`config.mk`:
```
export PLATFORM = sky130hd
export DESIGN_NAME = hsv_div_arbiter
export DESIGN_NICKNAME = d
export VERILOG_FILES = /design/src/rtl/hsv_div_pkg.sv /design/src/rtl/div_tag_pipe.sv /design/src/rtl/hsv_div_arbiter.sv
export SDC_FILE = /design/constraint.sdc
export NUM_CORES = 1
export LEC_CHECK = 0
export ABC_AREA = 0
export ABC_CLOCK_PERIOD_IN_PS = 1750
export CELL_PAD_IN_SITES_DETAIL_PLACEMENT = 0
export CELL_PAD_IN_SITES_GLOBAL_PLACEMENT = 1
export CORE_UTILIZATION = 34
export DETAILED_ROUTE_END_ITERATION = 7
export PLACE_DENSITY_LB_ADDON = 0.1
export SYNTH_ARGS = -nofsm -noshare
export SYNTH_HDL_FRONTEND = slang
export SYNTH_SLANG_ARGS = --single-unit
```
`constraint.sdc`:
```
create_clock -name clk_in -period 1.75 [get_ports clk_in]
set_input_delay 0.175 -clock clk_in [delete_from_list [all_inputs] [get_ports clk_in]]
set_output_delay 0.175 -clock clk_in [all_outputs]
set_load 0.03 [all_outputs]
```
`src/rtl/hsv_div_pkg.sv`:
```
// Shared types, widths and the round-robin pick helper for the divider arbiter.
package hsv_div_pkg;

  localparam int unsigned DIV_LATENCY    = 12;
  localparam int unsigned DIV_DIVIDEND_W = 10;
  localparam int unsigned DIV_DIVISOR_W  = 4;
  localparam int unsigned DIV_QUOT_W     = 10;
  localparam int unsigned MAX_REQ        = 8;
  localparam int unsigned ID_W           = $clog2(MAX_REQ);

  typedef struct packed {
    logic            valid;
    logic            dz;
    logic [ID_W-1:0] id;
  } div_tag_t;

  typedef enum logic {
    ST_BLANK,
    ST_RUN
  } arb_state_e;

  // One-hot grant to the first valid requester at or after ptr, wrapping at n.
  function automatic logic [MAX_REQ-1:0] rr_pick(input logic [MAX_REQ-1:0] req,
                                                 input logic [ID_W-1:0]    ptr,
                                                 input int unsigned        n);
    logic [MAX_REQ-1:0] gnt;
    int unsigned        idx;
    gnt = '0;
    for (int unsigned k = 0; k < MAX_REQ; k++) begin
      if (k < n) begin
        idx = (32'(ptr) + k) % n;
        if (gnt == '0 && req[idx[ID_W-1:0]]) gnt[idx[ID_W-1:0]] = 1'b1;
      end
    end
    return gnt;
  endfunction

endpackage

```
`src/rtl/div_tag_pipe.sv`:
```
// LATENCY-deep tag shift register; head_o is the tag loaded LATENCY cycles ago.
module div_tag_pipe
  import hsv_div_pkg::*;
#(
  parameter int unsigned LATENCY = DIV_LATENCY
) (
  input  logic     clk_i,
  input  logic     rst_ni,
  input  div_tag_t tag_i,
  output div_tag_t head_o
);

  div_tag_t pipe_q [LATENCY];

  always_ff @(posedge clk_i or negedge rst_ni) begin
    if (!rst_ni) begin
      for (int unsigned i = 0; i < LATENCY; i++) pipe_q[i] <= '0;
    end else begin
      pipe_q[0] <= tag_i;
      for (int unsigned i = 1; i < LATENCY; i++) pipe_q[i] <= pipe_q[i-1];
    end
  end

  assign head_o = pipe_q[LATENCY-1];

endmodule

```
`src/rtl/hsv_div_arbiter.sv`:
```
// Round-robin sharing of one fixed-latency divider between NUM_REQ requesters,
// with local divide-by-zero handling and tag-tracked result routing.
module hsv_div_arbiter
  import hsv_div_pkg::*;
#(
  parameter int unsigned NUM_REQ    = 2,
  parameter int unsigned LATENCY    = DIV_LATENCY,
  parameter int unsigned DIVIDEND_W = DIV_DIVIDEND_W,
  parameter int unsigned DIVISOR_W  = DIV_DIVISOR_W,
  parameter int unsigned QUOT_W     = DIV_QUOT_W
) (
  input  logic                          clk_in,
  input  logic                          rstn_in,
  input  logic [NUM_REQ-1:0]            req_valid_in,
  input  logic [NUM_REQ*DIVIDEND_W-1:0] req_dividend_in,
  input  logic [NUM_REQ*DIVISOR_W-1:0]  req_divisor_in,
  output logic [NUM_REQ-1:0]            req_ready_out,
  output logic [DIVIDEND_W-1:0]         div_dividend_out,
  output logic [DIVISOR_W-1:0]          div_divisor_out,
  output logic                          div_valid_out,
  input  logic [QUOT_W-1:0]             div_quot_in,
  input  logic                          div_valid_in,
  output logic [NUM_REQ-1:0]            rsp_valid_out,
  output logic [QUOT_W-1:0]             rsp_quot_out,
  output logic                          rsp_dz_out,
  output logic                          err_out
);

  localparam int unsigned BLANK_W = $clog2(LATENCY + 1);

  arb_state_e          state_q, state_d;
  logic [BLANK_W-1:0]  blank_q, blank_d;
  logic [ID_W-1:0]     ptr_q, ptr_d;
  logic [NUM_REQ-1:0]  rsp_valid_q, rsp_valid_d;
  logic [QUOT_W-1:0]   rsp_quot_q, rsp_quot_d;
  logic                rsp_dz_q, rsp_dz_d;
  logic                err_q, err_d;

  logic [MAX_REQ-1:0]    grant_full;
  logic [ID_W-1:0]       gidx;
  logic [DIVIDEND_W-1:0] sel_dividend;
  logic [DIVISOR_W-1:0]  sel_divisor;
  logic                  any_grant;
  logic                  dz_sel;
  div_tag_t              tag_in;
  div_tag_t              head;

  always_comb begin
    grant_full   = '0;
    gidx         = '0;
    sel_dividend = '0;
    sel_divisor  = '0;
    if (state_q == ST_RUN) grant_full = rr_pick(MAX_REQ'(req_valid_in), ptr_q, NUM_REQ);
    for (int unsigned i = 0; i < NUM_REQ; i++) begin
      if (grant_full[i[ID_W-1:0]]) begin
        gidx         = i[ID_W-1:0];
        sel_dividend = req_dividend_in[i*DIVIDEND_W +: DIVIDEND_W];
        sel_divisor  = req_divisor_in[i*DIVISOR_W +: DIVISOR_W];
      end
    end
  end

  assign any_grant = |grant_full;
  assign dz_sel    = (sel_divisor == '0);

  // Zero-divisor ops never reach the divider but still occupy a tag slot so
  // their response comes back in order with the real quotients.
  assign tag_in = '{valid: any_grant, dz: any_grant & dz_sel, id: gidx};

  assign req_ready_out    = grant_full[NUM_REQ-1:0];
  assign div_valid_out    = any_grant & ~dz_sel;
  assign div_dividend_out = sel_dividend;
  assign div_divisor_out  = sel_divisor;

  div_tag_pipe #(
    .LATENCY(LATENCY)
  ) u_tag_pipe (
    .clk_i (clk_in),
    .rst_ni(rstn_in),
    .tag_i (tag_in),
    .head_o(head)
  );

  always_comb begin
    state_d = state_q;
    blank_d = blank_q;
    ptr_d   = ptr_q;
    case (state_q)
      ST_BLANK: begin
        blank_d = blank_q - 1'b1;
        if (blank_q == BLANK_W'(1)) state_d = ST_RUN;
      end
      ST_RUN: begin
        if (any_grant) ptr_d = (32'(gidx) == NUM_REQ - 1) ? '0 : gidx + 1'b1;
      end
      default: state_d = ST_BLANK;
    endcase
  end

  always_comb begin
    rsp_valid_d = '0;
    rsp_quot_d  = rsp_quot_q;
    rsp_dz_d    = rsp_dz_q;
    err_d       = err_q;
    if (state_q == ST_RUN) begin
      if (head.valid) begin
        if (head.dz || div_valid_in) begin
          for (int unsigned i = 0; i < NUM_REQ; i++) begin
            if (head.id == i[ID_W-1:0]) rsp_valid_d[i] = 1'b1;
          end
        end
        if (head.dz) begin
          rsp_quot_d = '1;
          rsp_dz_d   = 1'b1;
          if (div_valid_in) err_d = 1'b1;
        end else if (div_valid_in) begin
          rsp_quot_d = div_quot_in;
          rsp_dz_d   = 1'b0;
        end else begin
          err_d = 1'b1;
        end
      end else if (div_valid_in) begin
        err_d = 1'b1;
      end
    end
  end

  always_ff @(posedge clk_in or negedge rstn_in) begin
    if (!rstn_in) begin
      state_q     <= ST_BLANK;
      blank_q     <= BLANK_W'(LATENCY);
      ptr_q       <= '0;
      rsp_valid_q <= '0;
      rsp_quot_q  <= '0;
      rsp_dz_q    <= 1'b0;
      err_q       <= 1'b0;
    end else begin
      state_q     <= state_d;
      blank_q     <= blank_d;
      ptr_q       <= ptr_d;
      rsp_valid_q <= rsp_valid_d;
      rsp_quot_q  <= rsp_quot_d;
      rsp_dz_q    <= rsp_dz_d;
      err_q       <= err_d;
    end
  end

  assign rsp_valid_out = rsp_valid_q;
  assign rsp_quot_out  = rsp_quot_q;
  assign rsp_dz_out    = rsp_dz_q;
  assign err_out       = err_q;

endmodule

```
==> impl_metrics.toml <==
[pwr]
p_leak_uw = 0.001336
ir_worst_vdd_mv = 0.5143
p_total_uw = 2925
power_density_nw_per_um2 = 961.3

[logic_synthesis]
ys_seq_elements = 56
syn_area_per_cell_um2 = 15.20
synthTopCellsByCount = "54 x dfrtp_1, 10 x a22o_1, 10 x o22a_1"
synth_top_cell_by_area = "dfrtp_1"
netlist_top_cells_area = "dfrtp_1 69%, a22o_1 4.5%, o22a_1 4.5%, dfstp_2 2.7%, and2_1 2.2%"
async_flop_share_pct = 100.0
synth_flop_cell = "dfrtp_1"
netlist_area_um2 = 1961
syn_nets = 174
synth-edff-count = 0
ys_types = 33
synth_warnings = 0
synthMostInstantiatedCell = "dfrtp_1"
synthCells = 129
synth_top_cell_area_share_pct = 68.92
seq_area_frac_synth_pct = 71.60

[cts]
clk_latency_ps = 300
cts_tree = "yes"
root_buffer = "clkbuf_8"
h-tree-depth = 2
clkSlewWorstSetupHoldPaths_ps = 90
numClockSinks = 56
cts_buffers = 5
clock_path_buffers = 2

[floorplanning]
initial_core_util_pct = 35.39
die_area_um2 = 6074
rows = 27
die-height_um = 77.94
die_w_um = 77.94
core-area_um2 = 5540
ios = 74

[worst_setup_path]
crit_chain = "and2_1, a32o_2, or4_4, buf_6"
crit_type = "flip-flop to primary output"
crit_fanout = 7
crit_arrival_ps = 1870
end_kind = "primary output"
required_ps = 1570
critPathMaxStageDelay_ps = 520
critical_path.top_delay_family = "simple AND/OR/NAND/NOR gates"
critPathBufInv = 1
critPathSlowestCell = "or4_4"
cp-start-kind = "flip-flop"

[placed_design]
dpl.hpwl_um = 2941
dpl_worst_slack_ps = -676.6
gp_congestion = 0.7211
postPlaceCellArea_um2 = 2791
numPortBuffers = 73

[timing]
final_max_slew_viol_count = 0
final.period_utilization_pct = 116.9
worst_pin_slew_ps = 546.5
rsz0062_at_grt = "true"
fmax_mhz = 488.8
setup_viol = 13
hold_viol = 0
relSlewSlack_pct = 63.57
hold_slack_ps = 351.4
finalCriticalPeriod_ps = 2046
clock-skew-final_ps = 4.419
setup_ws_ps = -295.7

[final_layout]
drive_above_1_share_pct = 25.23
diodes = 0
area_delta_synth_final_pct = 55.20
final_area_um2 = 3043
layout.nets = 266

[routing]
wl_um = 4295
ant_nets = 0
drtIter0Drc = 42
vias = 1399
drc_errors = 0
drt-wirelength-per-cell_um = 14.61
via_per_inst = 4.759
drt_first_pass_iters = 4

[grt]
track_usage_pct = 15.01
grt_max_degree = 26
grt_antenna_before_repair = 0
grt_pass1_vias = 1448
grt_pass1_wl_um = 6886
overflow = 0

[run_status]
outcome = "finished, violations left"
violations = "setup timing"

[worst_hold_path]
min_path_type = "flip-flop to flip-flop"

[run]
max-cap-violations = 0
flip-flops by register name, summed over array words and instances, names as in the netlist:
name,cells
rsp_quot_out,10
err_out,1
u_tag_pipe.head_o,3
rsp_dz_out,1
blank_q,4
ptr_q,1
state_q,1
u_tag_pipe.pipe_q,33
rsp_valid_out,2
area by class of cell:
type	instances	area [um2]
Clock inverter	2	38.79
Sequential cell	56	1405
Tap cell	72	90.09
Fill cell	479	2497
Inverter	2	7.507
Multi-Input combinational cell	63	518.0
Timing Repair Buffer	93	910.9
Clock buffer	6	72.57
report_power, final:
part	switching, uW	leakage (uW)	total (uW)	internal [uW]
clock	396	0.0000558	828	433
combinational	324	0.000624	661	337
sequential	43.0	0.000656	1440	1390
total	763	0.00134	2930	2160
cell usage in the layout (no fill, tap or decap), types with 2 or more instances in the layout:
master | synthesis | routed
xnor2_1 | 3 | 3
a22o_1 | 10 | 10
nor4_1 | 2 | 2
buf_4 | 2 | 16
dfrtp_1 | 54 | 53
a21o_1 | 2 | 2
ha_1 | 2 | 2
clkdlybuf4s50_1 | 0 | 55
nand2b_1 | 2 | 2
and2_1 | 7 | 6
dfstp_2 | 2 | 2
inv_1 | 2 | 2
and2_0 | 2 | 2
o21a_1 | 2 | 2
a32o_2 | 0 | 3
clkbuf_8 | 0 | 5
o22a_1 | 10 | 10
nor2b_1 | 3 | 3
buf_6 | 1 | 20
per-stage QoR:
| step | setup TNS (ps) | cells | util, % |
|---|---|---|---|
| CTS | -1211 | 292 | 54.45 |
| global route | -2820 | 294 | 54.92 |
| global placement | -1076 | 279 | 50.38 |
| floorplan | 0 | 129 | - |
| detailed placement | -1525 | 279 | 50.38 |
| finish | -2048 | 294 | 54.92 |
worst register-to-register path: stages (launching register included):
cell and delay, ps:
dfrtp_2 460, buf_6 140, buf_6 100, buf_6 110
buf_4 170, o211a_1 270, o22a_1 280
timing repair:
item | 4_1_cts | 5_1_grt
hold buffers | 1 | 0
endpoints found under the setup margin | 12 | 24
resized for setup | 31 | 6
pin swaps | 12 | 4
endpoints found under the hold margin | 23 | 0
buffers inserted | 3 | 4
cloned | 1 | 0
cell families after synthesis:
logic type / Yosys count / synth area share (%)
AO/OA/AOI/OAI: 34 / 14.87
flip-flops: 56 / 71.60
AND/OR/NAND/NOR: 23 / 7.721
buffers and inverters: 10 / 2.744
XOR/XNOR: 4 / 1.787
adder cells (fa/ha/maj): 2 / 1.276
layer usage:
metal	vias to the layer above	share of wire (%)	track usage, %
li1	636	-	-
met1	685	40	17.20
met2	73	52	26.81
met3	5	7.2	4.235
met4	0	0.98	5.000
met5	-	0	0
path summary, 6_finish.rpt:
kind	slack, ps	cells past startpoint	start	endpoint
setup reg to reg	110	6	state_q	rsp_quot_out[6]
setup / recovery	-300	4	state_q	div_valid_out
min in group asynchronous	380	2	rstn_in	rsp_quot_out[9]
hold / removal	350	0	u_tag_pipe.pipe_q[34]	u_tag_pipe.pipe_q[29]
max in group asynchronous	700	3	rstn_in	u_tag_pipe.pipe_q[34]
hold reg to reg	350	0	u_tag_pipe.pipe_q[34]	u_tag_pipe.pipe_q[29]
No activity file was read; power rests on OpenSTA's default activity.
==> variant: new RTL, same settings <==
The package constant `DIV_DIVIDEND_W` goes from 10 to 9.
--- a/src/rtl/hsv_div_pkg.sv
+++ b/src/rtl/hsv_div_pkg.sv
@@ -2,7 +2,7 @@
 package hsv_div_pkg;
 
   localparam int unsigned DIV_LATENCY    = 12;
-  localparam int unsigned DIV_DIVIDEND_W = 10;
+  localparam int unsigned DIV_DIVIDEND_W = 9;
   localparam int unsigned DIV_DIVISOR_W  = 4;
   localparam int unsigned DIV_QUOT_W     = 10;
   localparam int unsigned MAX_REQ        = 8;
Interface: changed (resized div_dividend_out and req_dividend_in); port bits go from 74 to 71. No check against the original RTL was run, so the function may have changed too.
==> variant against the unedited design <==
  * The flow still finishes with violations (negative setup slack)
  * Area after synthesis is 0.45% lower
  * Worst hold slack better by 0.0040 ns
  * Design area is 1.2% higher
  * Clock power is 17% lower
  * Final cell count is 0.68% higher
  * Routed wire length is 1.2% lower
  * Via count is 0.29% lower
  * Worst setup slack worse by 0.0083 ns
  * Power is 4.1% lower
  * Sequential cell count stayed put
  * Maximum frequency is 0.41% lower
  * Largest cell class unchanged
==> variant: results (changes against the unedited design) <==
Top reg by flops=u_tag_pipe.pipe_q (unchanged); GPL Wtd Cong=0.737 (was 0.721); Commonest cells post-synth=dfrtp_1 (54), o22a_1 (10), a22o_1 (9) (was dfrtp_1 (54), a22o_1 (10), o22a_1 (10)); clk_skew=0.00515 ns (was 0.00442 ns); Final setup viols=12 (was 13); placed cells=273 (was 279); Avg WL per Cell=14.3 um (was 14.6 um); Clk Latency, worst-skew pair=0.30 ns (about the same); top cells by area, synth=dfrtp_1 (69%), o22a_1 (4.5%), a22o_1 (4.0%), dfstp_2 (2.7%), and2_1 (2.2%) (was dfrtp_1 (69%), a22o_1 (4.5%), o22a_1 (4.5%), dfstp_2 (2.7%), and2_1 (2.2%)); setup TNS=-1.46 ns (was -2.05 ns); Synthesized Nets=171 (was 174); failing checks=negative setup slack (unchanged); outcome=finished with violations (unchanged); I/O Buffers=70 (was 73); Post-DP Area=0.00277 sq mm (was 0.00279 sq mm); hpwl dp=2830 um (was 2940 um); worst vdd ir=0.000396 V (was 0.000514 V); largest net degree at the start of global routing=57 (was 26); Post-Syn Instances=128 (was 129); crit path max fanout=8 (was 7); Synth Area in Compound Gates=0.145 (was 0.149); xor and xnor area share after synthesis=0.0179 (about the same); PnR worst setup slack=-0.304 ns (was -0.296 ns); vias in the first global route=1419 (was 1448); share of layout cells above drive strength 1=0.281 (was 0.252); Synth Area in Adders=0.0128 (about the same); Worst Tran Pin Value=0.411 ns (was 0.547 ns); first-pass GRT wire length=6610 um (was 6890 um); post-synthesis sequential area ratio=0.719 (was 0.716); Total GRT Usage=0.144 (was 0.150); vias per inst=4.71 (was 4.76); Leakage=1.36 nW (was 1.34 nW); DP Worst Slack=-0.672 ns (was -0.677 ns)
-- variant: cell count changes after synthesis --
cell    before  now
a22o_1      10    9
-- variant: what timing repair did --
action                     CTS  global route
hold buffers                 1             0
pin swaps                    7            14
cloned                       0             2
setup buffers                3             9
resized for setup           12            27
hold endpoints to repair    54             0
setup endpoints to repair   15            25
-- variant: metal layers --
layer	vias up	track usage	routed length, um
met5	-	0	0
met3	11	0.0565	319
met1	678	0.159	1650
met2	65	0.244	2160
met4	0	0.0660	110
li1	641	-	-
-- variant: worst max-delay path, cell delays in order, from the launching register on --
cell	delay (ns)
dfrtp_2	0.47
and2_4	0.18
a32o_2	0.24
or4_4	0.54
buf_6	0.15
-- variant: worst paths after layout --
kind	from	end	slack, ns	cells past startpoint
hold reg to reg	u_tag_pipe.pipe_q[29]	u_tag_pipe.pipe_q[24]	0.36	0
hold / removal	u_tag_pipe.pipe_q[29]	u_tag_pipe.pipe_q[24]	0.36	0
max in group asynchronous	rstn_in	blank_q[3]	1.08	3
setup reg to reg	state_q	u_tag_pipe.pipe_q[58]	0.07	5
min in group asynchronous	rstn_in	rsp_quot_out[1]	0.39	3
setup / recovery	state_q	div_valid_out	-0.30	4
-- variant: final cells by class --
type	instances	area, sq um
fill	452	2430
clock buffer	5	68.8
sequential	56	1410
tap	72	90.1
inverter	2	7.51
multi-input combinational	63	537
timing repair buffer	95	950
clock inverter	3	21.3
-- variant: cells by family after synthesis --
family          Yosys count
flops                    56
fa+ha+maj                 2
simple gates             23
compound gates           33
xor+xnor                  4
buf+inv                  10
-- variant: power by group --
group | internal, W | leakage [nW] | switching (W)
sequential | 0.00139 | 0.656 | 0.0000403
combinational | 0.000363 | 0.656 | 0.000325
clock | 0.000284 | 0.0445 | 0.000400
